===== src/rtl/muldiv_e.sv =====
// Iterative RV32M multiply/divide unit for the EX stage: one radix-2 step per cycle.
// Define MULDIV_DIV_EN to build the divide/remainder datapath; otherwise those ops return 0.
module muldiv_e #(
  parameter int DATA_WIDTH = 32
) (
  input  logic                  clk,
  input  logic                  rst,
  input  logic                  clr,
  input  logic                  start_e,
  input  logic [2:0]            funct3_e,
  input  logic [DATA_WIDTH-1:0] srca_e,
  input  logic [DATA_WIDTH-1:0] srcb_e,
  output logic                  stall_e,
  output logic                  done_e,
  output logic [DATA_WIDTH-1:0] result_e,
  output logic [1:0]            state_dbg
);

  localparam int W  = DATA_WIDTH;
  localparam int CW = $clog2(DATA_WIDTH);

  localparam logic [1:0] IDLE = 2'd0;
  localparam logic [1:0] CALC = 2'd1;
  localparam logic [1:0] DONE = 2'd2;

  logic [1:0]     state;
  logic [CW-1:0]  cnt;
  logic [2:0]     f3;
  logic           neg;
  logic [W-1:0]   opnd;
  logic [2*W-1:0] p;

  // Operand decode for the op being accepted in IDLE.
  logic         sa_in, sb_in, neg_in;
  logic [W-1:0] mag_a_in, mag_b_in;

  always_comb begin
    if (funct3_e[2]) begin
      sa_in = ~funct3_e[0] & srca_e[W-1];
      sb_in = ~funct3_e[0] & srcb_e[W-1];
    end else begin
      sa_in = (funct3_e[1:0] != 2'b11) & srca_e[W-1];
      sb_in = ~funct3_e[1] & srcb_e[W-1];
    end
    mag_a_in = sa_in ? -srca_e : srca_e;
    mag_b_in = sb_in ? -srcb_e : srcb_e;
    // REM/REMU take the dividend's sign; everything else takes the xor of signs.
    neg_in   = (funct3_e[2] && funct3_e[1]) ? sa_in : (sa_in ^ sb_in);
  end

`ifdef MULDIV_DIV_EN
  logic         b_zero, ovf, special;
  logic [W-1:0] special_res;

  always_comb begin
    b_zero  = (srcb_e == '0);
    ovf     = ~funct3_e[0] && (srca_e == {1'b1, {(W-1){1'b0}}}) && (srcb_e == '1);
    special = funct3_e[2] && (b_zero || ovf);
    if (b_zero) special_res = funct3_e[1] ? srca_e : '1;
    else        special_res = funct3_e[1] ? '0 : srca_e;
  end
`endif

  // One step: p holds {hi, lo}. Multiply adds opnd into hi then shifts right;
  // divide shifts left into the partial remainder and trial-subtracts opnd.
  logic [W-1:0]   addend;
  logic [W:0]     mul_sum;
  logic [2*W-1:0] p_mul, p_next, prod;
  logic [W-1:0]   mul_res, calc_res;

`ifdef MULDIV_DIV_EN
  logic [W:0]     rem_sh, diff;
  logic [2*W-1:0] p_div;
  logic [W-1:0]   div_sel, div_res;
`endif

  always_comb begin
    addend  = p[0] ? opnd : '0;
    mul_sum = {1'b0, p[2*W-1:W]} + {1'b0, addend};
    p_mul   = {mul_sum, p[W-1:1]};
`ifdef MULDIV_DIV_EN
    rem_sh  = {p[2*W-1:W], p[W-1]};
    diff    = rem_sh - {1'b0, opnd};
    if (diff[W]) p_div = {rem_sh[W-1:0], p[W-2:0], 1'b0};
    else         p_div = {diff[W-1:0], p[W-2:0], 1'b1};
    p_next  = f3[2] ? p_div : p_mul;
`else
    p_next  = p_mul;
`endif
    prod    = neg ? -p_next : p_next;
    mul_res = (f3[1:0] == 2'b00) ? prod[W-1:0] : prod[2*W-1:W];
`ifdef MULDIV_DIV_EN
    div_sel  = f3[1] ? p_next[2*W-1:W] : p_next[W-1:0];
    div_res  = neg ? -div_sel : div_sel;
    calc_res = f3[2] ? div_res : mul_res;
`else
    calc_res = f3[2] ? '0 : mul_res;
`endif
  end

  always_ff @(posedge clk or posedge rst) begin
    if (rst) begin
      state    <= IDLE;
      cnt      <= '0;
      f3       <= '0;
      neg      <= 1'b0;
      opnd     <= '0;
      p        <= '0;
      result_e <= '0;
    end else if (clr) begin
      state <= IDLE;
      cnt   <= '0;
    end else begin
      case (state)
        IDLE: begin
          if (start_e) begin
            f3  <= funct3_e;
            neg <= neg_in;
            cnt <= '0;
`ifdef MULDIV_DIV_EN
            if (special) begin
              result_e <= special_res;
              state    <= DONE;
            end else begin
              opnd  <= funct3_e[2] ? mag_b_in : mag_a_in;
              p     <= {{W{1'b0}}, (funct3_e[2] ? mag_a_in : mag_b_in)};
              state <= CALC;
            end
`else
            if (funct3_e[2]) begin
              result_e <= '0;
              state    <= DONE;
            end else begin
              opnd  <= mag_a_in;
              p     <= {{W{1'b0}}, mag_b_in};
              state <= CALC;
            end
`endif
          end
        end
        CALC: begin
          p   <= p_next;
          cnt <= cnt + 1'b1;
          if (cnt == CW'(W - 1)) begin
            result_e <= calc_res;
            state    <= DONE;
          end
        end
        default: state <= IDLE;
      endcase
    end
  end

  // The instruction advances in the DONE cycle, so stall drops there.
  assign stall_e   = start_e && (state != DONE) && !rst;
  assign done_e    = (state == DONE);
  assign state_dbg = state;

endmodule


===== config.mk =====
export PLATFORM = sky130hd
export DESIGN_NAME = muldiv_e
export DESIGN_NICKNAME = d
export VERILOG_FILES = /design/src/rtl/muldiv_e.sv
export SDC_FILE = /design/constraint.sdc
export NUM_CORES = 1
export LEC_CHECK = 0
export CAP_MARGIN = 0
export CORE_UTILIZATION = 62
export CTS_BUF_LIST = sky130_fd_sc_hd__clkbuf_4 sky130_fd_sc_hd__clkbuf_8
export DETAILED_ROUTE_END_ITERATION = 10
export PLACE_DENSITY = 0.86
export SYNTH_ARGS = -nofsm -noshare
export SYNTH_HDL_FRONTEND = slang
export SYNTH_SLANG_ARGS = --single-unit

===== constraint.sdc =====
create_clock -name clk -period 9 [get_ports clk]
set_clock_uncertainty 0.05 [all_clocks]
set_input_delay 0.9 -clock clk [delete_from_list [all_inputs] [get_ports clk]]
set_output_delay 0.9 -clock clk [all_outputs]
set_load 0.05 [all_outputs]

## Yosys cells after proc, flatten, opt, wreduce, memory -nomap -nowiden

Cells that the tools add are included.

| storage, ports and cells | value |
|---|---|
| register bits | 139 |
| logic and storage cells | 70 |

| operators by class | value |
|---|---|
| add/subtract/negate cells | 5 |
| muxes and demuxes | 24 |
| reduce and logical (&&, ||, !) cells | 14 |
| bitwise gates (word level) | 9 |
| equality and inequality tests | 11 |

Operators with widths:

| operator | count |
|---|---|
| 2-to-1 mux 32 bit | 8 |
| 2-to-1 mux 64 bit | 3 |
| case mux 64 bit (2 select lines) | 1 |
| negation 32 bit | 2 |
| negation 64 bit | 1 |
| case mux 32 bit (2 select lines) | 1 |
| adder 32 x 32 -> 33 bit | 1 |
| inequality test 2 bit, second input constant | 6 |
| 2-to-1 mux 5 bit | 2 |
| case mux 5 bit (2 select lines) | 1 |
| 2-to-1 mux 2 bit | 4 |
| AND reduction 4 bit | 2 |
| inequality test 3 bit, second input constant | 2 |
| adder 5 x 1 -> 5 bit, second input constant | 1 |
| == test 5 bit, second input constant | 1 |
| AND reduction 5 bit | 1 |
| AND 1 bit | 4 |
| zero test 2 bit | 2 |
| NOT 1 bit | 4 |
| case mux 2 bit (2 select lines) | 1 |
| AND reduction 2 bit | 2 |
| logical AND 1 bit | 3 |
| 2-to-1 mux 1 bit | 3 |
| AND reduction 3 bit | 1 |
| 6 further kinds | 6 |

## Logic depth before layout (Yosys ltp)

Gate-level depths: netlist (run 1).

| depth | value |
|---|---|
| depth after elaboration | 8 |
| depth in mapped cells | 14 |

## Worst setup path before layout (run 1)

OpenSTA, ideal clock, no wires.

| timing path | value |
|---|---|
| kind | register to register |
| start point | reg p[0] |
| end point | reg result_e[25] |
| arrival time | 3.953 ns |
| period minus slack after synthesis | 4.124 ns |
| slack | 4.876 ns |
| setup time | 0.121 ns |
| buffers on the path | 1 |
| cell stages (with the launch flop) | 15 |
| cells stage by stage | dfrtp_1 > clkbuf_1 > and2_1 > ha_1 > fa_1 > a21o_1 > a221oi_1 > o21ai_0 > xor2_2 > or4b_4 > nor4_4 > nand4_2 > mux2i_1 > or3_1 > a22o_1 |

| on the way | value |
|---|---|
| word-level cells in the longest chain between the ends | 8 |

Ends and longest elaborated chain:

| item | line | source |
|---|---|---|
| start: declaration | 31 | `logic [2*W-1:0] p;` |
| start signal: assignment | 135 | `p <= {{W{1'b0}}, mag_b_in};` |
| start signal: assignment | 142 | `p <= p_next;` |
| 2-to-1 mux 32 bit (*) | 78 | `addend = p[0] ? opnd : '0;` |
| adder 32 x 32 -> 33 bit (*) | 79 | `mul_sum = {1'b0, p[2*W-1:W]} + {1'b0, addend};` |
| negation 64 bit | 90 | `prod = neg ? -p_next : p_next;` |
| 2-to-1 mux 64 bit (*) | 90 |  |
| 2-to-1 mux 32 bit (*) | 91 | `mul_res = (f3[1:0] == 2'b00) ? prod[W-1:0] : prod[2*W-1:W];` |
| 2-to-1 mux 32 bit (*) | 97 | `calc_res = f3[2] ? '0 : mul_res;` |
| 2-to-1 mux 32 bit (*) | 144 | `if (cnt == CW'(W - 1)) begin` |
| case mux 32 bit (2 select lines) (*) | 114 | `case (state)` |
| end signal: assignment | 145 | `result_e <= calc_res;` |
| end: declaration | 15 | `output logic [DATA_WIDTH-1:0] result_e,` |

Every way passes the cells marked *; elsewhere a longest branch is shown, timed or not. The select of a mux whose other input is x is not followed.
A chain may end at the register's enable or synchronous reset.

## Worst setup path after layout (run 1)

Same ends and word-level chain as after synthesis.

==> results.yml, run 1 <==
floorplanning:
  cell_row_count: 47
  fp.coreArea_mm2: 0.0166
  floorplan.die.width_um: 133
  starting_density_pct: 63.7
  die-height_um: 133
  dieArea_mm2: 0.0176
  num_io_pins: 107
synthesis:
  synth_cells: 1312
  synth-main-ff-cell: "sky130_fd_sc_hd__dfrtp_1"
  synthMostInstantiatedCell: "sky130_fd_sc_hd__nand2_1"
  combinational_family_with_the_most_area_after_synthesis: "compound AO/OA/AOI/OAI gates"
  synth_edf_count: 0
  synth_top_cell_by_area: "sky130_fd_sc_hd__dfrtp_1"
  syn-mean-instance-area_um2: 8.08
  simple_gate_portion_of_the_synthesized_area_pct: 21.9
  leading_post_synthesis_cells_by_instance_count: "sky130_fd_sc_hd__nand2_1 (153), sky130_fd_sc_hd__a21oi_1 (139), sky130_fd_sc_hd__dfrtp_1 (139)"
  synth.distinct_cells: 80
  ys.warnings.count: 0
  post_synth_main_area_contributors: "sky130_fd_sc_hd__dfrtp_1 (33%), sky130_fd_sc_hd__a21oi_1 (6.6%), sky130_fd_sc_hd__o21ai_0 (5.7%)"
  synth-seq-area-share_pct: 32.8
  syn_nets: 1421
  async_reset_ff_share_pct: 100
  synth_top_area_share_pct: 32.8
  synth_xor_xnor_area_share_pct: 10.6
  synth_mux_area_share_pct: 1.19
  ys_ff_latch: 139
  synth.cell_area_mm2: 0.0106
  synth-compound-area-share_pct: 25.6
  synth_fa_ha_area_share_pct: 4.56
worst_setup_path:
  critical-path-max-stage-delay_ps: 820
  worst_path_max_delay_cell: "sky130_fd_sc_hd__dfrtp_1"
  kind_of_critical_path: "flop to flop"
  worst_ep_arrival_time_ps: 5180
  crit_required_ps: 9300
  worstSetupEndpointType: "flop"
  crit_chain: "and2_1 -> ha_1 -> a211oi_1 -> o211ai_1 -> a31oi_1 -> o21ai_0 -> xor2_1 -> nor4_1 -> nand4_2 -> mux2i_1 -> or3_1 -> a22o_1"
  buffers_plus_inverters_on_the_worst_setup_path: 0
  cp_top_family: "simple AND/OR/NAND/NOR gates"
  startpoint_type: "flop"
  cp_max_fo: 33
sta:
  totalNegativeSetupSlack_ps: 0
  hold_ws_ps: 431
  maxSlewViolCount: 0
  min_period_ps: 4880
  min_period_over_period_pct: 54.2
  max_slew_margin_pct: 25.1
  final-hold-violation-count: 0
  post_route_worst_setup_slack_ps: 4120
  setup-violations-final: 0
  worst_pin_slew_ps: 1120
  fmaxAchievable_mhz: 205
  rsz0062_at_grt: "false"
global_route:
  grt_first_pass_wirelength_mm: 46.4
  grt_max_degree: 97
  grt.overflow.total: 0
  grt_use_met3_pct: 4.75
  gr-max-usage-layer: "met2"
  use_met1_pct: 44.3
  grt_antenna_before_repair: 0
  first_global_vias: 9478
  groute.layer.met2.usage_pct: 54.3
  gr-usage-all-layers_pct: 32.9
worst_hold_path:
  hold_path_class: "flop to flop"
final_layout:
  finish.instance_area_mm2: 0.0122
  drive_above_1_share_pct: 5.83
  final_net_count: 1488
  insertedDiodeCount: 0
  layout_area_growth_over_synthesis_pct: 14.7
clock_network:
  clock_tree.root_cell: "sky130_fd_sc_hd__clkbuf_8"
  hold_buffers: 0
  tritoncts_num_sinks: 139
  clock_tree.htree_level_count: 4
  tritoncts: "yes"
  cts_buffer_depth: 2
  clk_transition_reported_paths_ps: 80
  clk_latency_ps: 460
  cts_setup_buffers: 0
  cts_buffers: 17
  ctsResizeCount: 0
placement:
  worst_case_setup_slack_after_placement_ps: 4340
  finalWeightedCongestion: 0.960
  placed_area_mm2: 0.0118
  place.port_buffers: 106
  dp_hpwl_mm: 20.7
drt:
  via_count: 10222
  drt.antenna.violating_nets: 0
  drt-pass1-iter-count: 7
  post_drt_via_cell_ratio: 6.35
  initialDrtViolationCount: 890
  drt_drc_violations_left: 0
  routedWlPerCell_um: 17.6
  routed_wl_mm: 28.3
flow_run:
  max_capacitance_violation_count: 0
pwr:
  irDropWorstVdd_uv: 148
  power.leakage_nw: 4.88
  pwr_density_cell_mw_per_mm2: 226
status:
  run_status: "finished clean"
-- per-stage QoR --
step | power, mW | util, % | cells
after floorplan | 1.87 | - | 1312
after global placement | 2.19 | 70.8 | 1580
after detailed placement | 2.22 | 70.8 | 1580
after CTS | 2.73 | 73.1 | 1610
after global routing | 2.93 | 73.1 | 1610
final | 2.75 | 73.1 | 1610
-- power breakdown --
group	internal, mW	leakage (nW)	switching [mW]	total, mW
combinational	0.516	2.91	0.832	1.35
sequential	0.759	1.78	0.137	0.896
clock	0.265	0.195	0.241	0.506
total	1.54	4.88	1.21	2.75
-- per-layer routing --
metal | part of all wire (%) | vias up
met3 | 6.1 | 61
met2 | 48 | 365
met4 | 2.5 | 0
li1 | - | 4888
met5 | 0 | -
met1 | 43 | 4908
-- layout make-up --
type                       instances  area, um2
clock buffer                      22        284
tap                              220        275
multi-input combinational       1083       6800
inverter                          22       85.1
sequential                       139       3480
clock inverter                     8       95.1
timing repair buffer             116       1140
fill                            1317       4480
-- worst min-delay path: stages (launching register included) --
cell	delay [ps]
sky130_fd_sc_hd__dfrtp_1	340
sky130_fd_sc_hd__nand2_1	50
sky130_fd_sc_hd__o21ai_0	60
-- flip-flops by register name, indices dropped and copies added, names as in the netlist --
signal	flops
cnt	5
f3	3
neg	1
opnd	32
p	64
result_e	32
state_dbg	2
-- cell usage in the layout (no fill, tap or decap), types with 14 or more instances in the layout --
master	count
sky130_fd_sc_hd__clkbuf_8	19
sky130_fd_sc_hd__inv_1	21
sky130_fd_sc_hd__xor2_1	64
sky130_fd_sc_hd__o31ai_1	28
sky130_fd_sc_hd__a22o_1	30
sky130_fd_sc_hd__dfrtp_1	138
sky130_fd_sc_hd__clkdlybuf4s50_1	106
sky130_fd_sc_hd__nor3_1	29
sky130_fd_sc_hd__nor2_1	124
sky130_fd_sc_hd__ha_1	37
sky130_fd_sc_hd__and2_1	39
sky130_fd_sc_hd__nand2_1	153
sky130_fd_sc_hd__a21oi_1	139
sky130_fd_sc_hd__o21ai_0	121
sky130_fd_sc_hd__xnor2_1	63
sky130_fd_sc_hd__nor4_1	14
sky130_fd_sc_hd__or3_1	25
-- logic make-up (layout without fill, tap and decap cells) --
kind of cell / count (synthesis) / after routing
and+or+nand+nor: 471 / 471
buffers and inverters: 90 / 168
AOI/OAI and AO/OA: 434 / 434
muxes: 12 / 12
xor gates and xnor gates: 128 / 128
DFF: 139 / 139
adders and majority gates: 38 / 38
-- final timing paths --
check	end	slack [ps]	start	depth (start not counted)
worst max-delay path	result_e[25]	4120	p[0]	12
worst min register to register	result_e[9]	430	result_e[9]	2
worst max register to register	result_e[25]	4120	p[0]	12
max in group asynchronous	p[32]	6440	rst	3
min in group asynchronous	cnt[2]	860	rst	2
worst min-delay path	result_e[9]	430	result_e[9]	2
(Power assumes the default switching activity.)
==> inputs of run 2 (changes only) <==
--- a/config.mk
+++ b/config.mk
@@ -6,10 +6,10 @@
 export NUM_CORES = 1
 export LEC_CHECK = 0
 export CAP_MARGIN = 0
-export CORE_UTILIZATION = 62
+export CORE_UTILIZATION = 54
 export CTS_BUF_LIST = sky130_fd_sc_hd__clkbuf_4 sky130_fd_sc_hd__clkbuf_8
 export DETAILED_ROUTE_END_ITERATION = 10
-export PLACE_DENSITY = 0.86
+export PLACE_DENSITY = 0.79
 export SYNTH_ARGS = -nofsm -noshare
 export SYNTH_HDL_FRONTEND = slang
 export SYNTH_SLANG_ARGS = --single-unit
==> constraint.sdc (replaced) <==
create_clock -name clk -period 4.09 [get_ports clk]
set_clock_uncertainty 0.05 [all_clocks]
set_input_delay 0.409 -clock clk [delete_from_list [all_inputs] [get_ports clk]]
set_output_delay 0.409 -clock clk [all_outputs]
set_load 0.05 [all_outputs]
==> run 2 against run 1 <==
Sequential share of layout area decreased by 1.6 points. Flip-flop and latch count unchanged. Core utilization decreased by 5.1 points. Hold slack got worse by 3.4 ps. Largest power group unchanged. Global-route usage decreased by 3.1 points. Setup slack got worse by 4100 ps. Design area increased by 6.0%. Highest routed layer unchanged. Register-to-register slack got worse by 4100 ps. Total power increased by 140%. Sequential power increased by 120%. Maximum frequency increased by 21%. Non-clock buffer count increased by 69.
==> results.yml, run 2 (same netlist as run 1, synthesis figures left out) <==
status:
  run_status: "finished clean"
placement:
  place.port_buffers: 106
  dp_hpwl_mm: 22.0
  placed_instance_count: 1677
  finalWeightedCongestion: 0.892
  placed_area_mm2: 0.0123
drt:
  drt_drc_violations_left: 0
  via_count: 10459
  routed_wl_mm: 30.1
  drt-pass1-iter-count: 6
  routedWlPerCell_um: 17.5
  initialDrtViolationCount: 920
  post_drt_via_cell_ratio: 6.08
  drt.antenna.violating_nets: 0
worst_setup_path:
  ff2ff_path_depth: 13
  startpoint_type: "flop"
  crit_required_ps: 4400
  worst_ep_arrival_time_ps: 4350
  r2r-end: "result_e[25]"
  setup.worst_path.start: "p[0]"
  worstSetupEndpointType: "flop"
  r2r_slack_ps: 50
  timing.critical_path.to: "result_e[25]"
  critical_path.reg2reg.startpoint: "p[0]"
  cp_max_fo: 4
  kind_of_critical_path: "flop to flop"
sta:
  min_period_ps: 4040
  final-hold-violation-count: 0
  setup-violations-final: 0
  hold_ws_ps: 428
  min_period_over_period_pct: 98.8
  fmaxAchievable_mhz: 248
  rsz0062_at_grt: "true"
  maxSlewViolCount: 0
  worst_pin_slew_ps: 950
  max_slew_margin_pct: 36.6
floorplanning:
  num_io_pins: 107
  die-height_um: 142
  fp.coreArea_mm2: 0.0190
  starting_density_pct: 55.9
  dieArea_mm2: 0.0202
  floorplan.die.width_um: 142
  cell_row_count: 50
clock_network:
  clock_tree.root_cell: "sky130_fd_sc_hd__clkbuf_8"
  cts_buffers: 17
  clock_tree.htree_level_count: 4
  clk_latency_ps: 470
  tritoncts_num_sinks: 139
  tritoncts: "yes"
  clk_transition_reported_paths_ps: 80
  cts_buffer_depth: 2
  hold_buffers: 0
final_layout:
  instances_no_fill: 1721
  largestRegisters: "p (64), opnd (32), result_e (32)"
  final.fill_count: 1590
  insertedDiodeCount: 0
  finish.instance_area_mm2: 0.0129
  mostFrequentLayoutCell: "sky130_fd_sc_hd__nand2_1"
  number_of_flip_flops_under_the_largest_register_name: 64
  drive_above_1_share_pct: 11.9
  register_ranked_first_by_flip_flop_count: "p"
  mostFrequentLayoutCells: "sky130_fd_sc_hd__nand2_1 (153), sky130_fd_sc_hd__a21oi_1 (138), sky130_fd_sc_hd__dfrtp_1 (138)"
  layout_area_growth_over_synthesis_pct: 21.6
  final_net_count: 1557
global_route:
  gr-usage-all-layers_pct: 29.8
  grt_antenna_before_repair: 0
  grt_max_degree: 63
  first_global_vias: 9743
  grt_first_pass_wirelength_mm: 47.8
  grt.overflow.total: 0
worst_hold_path:
  hold_path_class: "flop to flop"
  holdPathStages: 2
  min_from: "result_e[5]"
flow_run:
  max_capacitance_violation_count: 0
pwr:
  pwr_density_cell_mw_per_mm2: 504
  irDropWorstVdd_uv: 317
  power.leakage_nw: 5.25
run 2: cell count changes in the layout (fill, tap and decap cells not counted), sizes merged:
cell | previous run | this run
bufinv | 2 | 1
clkinvlp | 2 | 3
clkinv | 4 | 8
inv | 22 | 21
clkbuf | 22 | 21
buf | 10 | 79
run 2: worst min-delay path by stage:
stage | end | slack [ps]
4_1_cts | result_e[5] | 440
3_3_place_gp | result_e[10] | 410
5_1_grt | result_e[5] | 450
2_1_floorplan | p[32] | 410
3_5_place_dp | result_e[5] | 420
6_report | result_e[5] | 430
run 2: what timing repair did:
item	CTS	global route
pin swaps	0	20
setup buffers	0	12
endpoints found under the setup margin	2	13
gates resized for setup	2	29
run 2: worst max-delay path, cell delays in order (launching register included):
cell and delay (ps):
sky130_fd_sc_hd__dfrtp_1 410, sky130_fd_sc_hd__and2_4 180, sky130_fd_sc_hd__ha_4 170, sky130_fd_sc_hd__fa_2 360
sky130_fd_sc_hd__a21o_1 240, sky130_fd_sc_hd__a221o_1 410, sky130_fd_sc_hd__a21oi_4 210, sky130_fd_sc_hd__xnor2_2 100
sky130_fd_sc_hd__or4b_4 540, sky130_fd_sc_hd__nor4_4 350, sky130_fd_sc_hd__nand4_2 230, sky130_fd_sc_hd__mux2i_1 160
sky130_fd_sc_hd__or3_1 350, sky130_fd_sc_hd__a22o_1 190
run 2: report_power, final:
part	total, mW	switching, mW	internal [mW]	leakage (nW)
combinational	3.42	1.96	1.46	3.28
clock	1.09	0.570	0.522	0.192
sequential	1.99	0.319	1.67	1.78
total	6.50	2.85	3.65	5.25
run 2: final cells by class:
cell class / count / area, um2 / area share, %
Timing Repair Buffer: 185 / 1670 / 13.0
Tap cell: 260 / 325 / 2.52
Clock buffer: 21 / 277 / 2.15
Inverter: 22 / 86.3 / 0.670
Sequential cell: 139 / 3480 / 27.0
Multi-Input combinational cell: 1083 / 6950 / 53.9
Clock inverter: 11 / 96.3 / 0.748
run 2: stage by stage:
step	TNS, ps	total power [mW]	util [%]	setup WS [ps]
finish	0	6.50	68.0	49.8
floorplan	0	4.11	-	63.4
detailed placement	-37.5	5.19	64.7	-32.2
global route	-418	6.90	68.0	-71.2
global placement	0	5.12	64.7	68.7
CTS	0	6.30	66.8	11.1
run 2: metal layers:
metal  track usage (%)  part of all wire, %  vias to the layer above
met5                 0                    0                        -
met4              9.34                  2.4                        0
met3              4.74                  6.4                       66
met2              49.2                   48                      413
met1              39.9                   43                     4964
li1                  -                    -                     5016
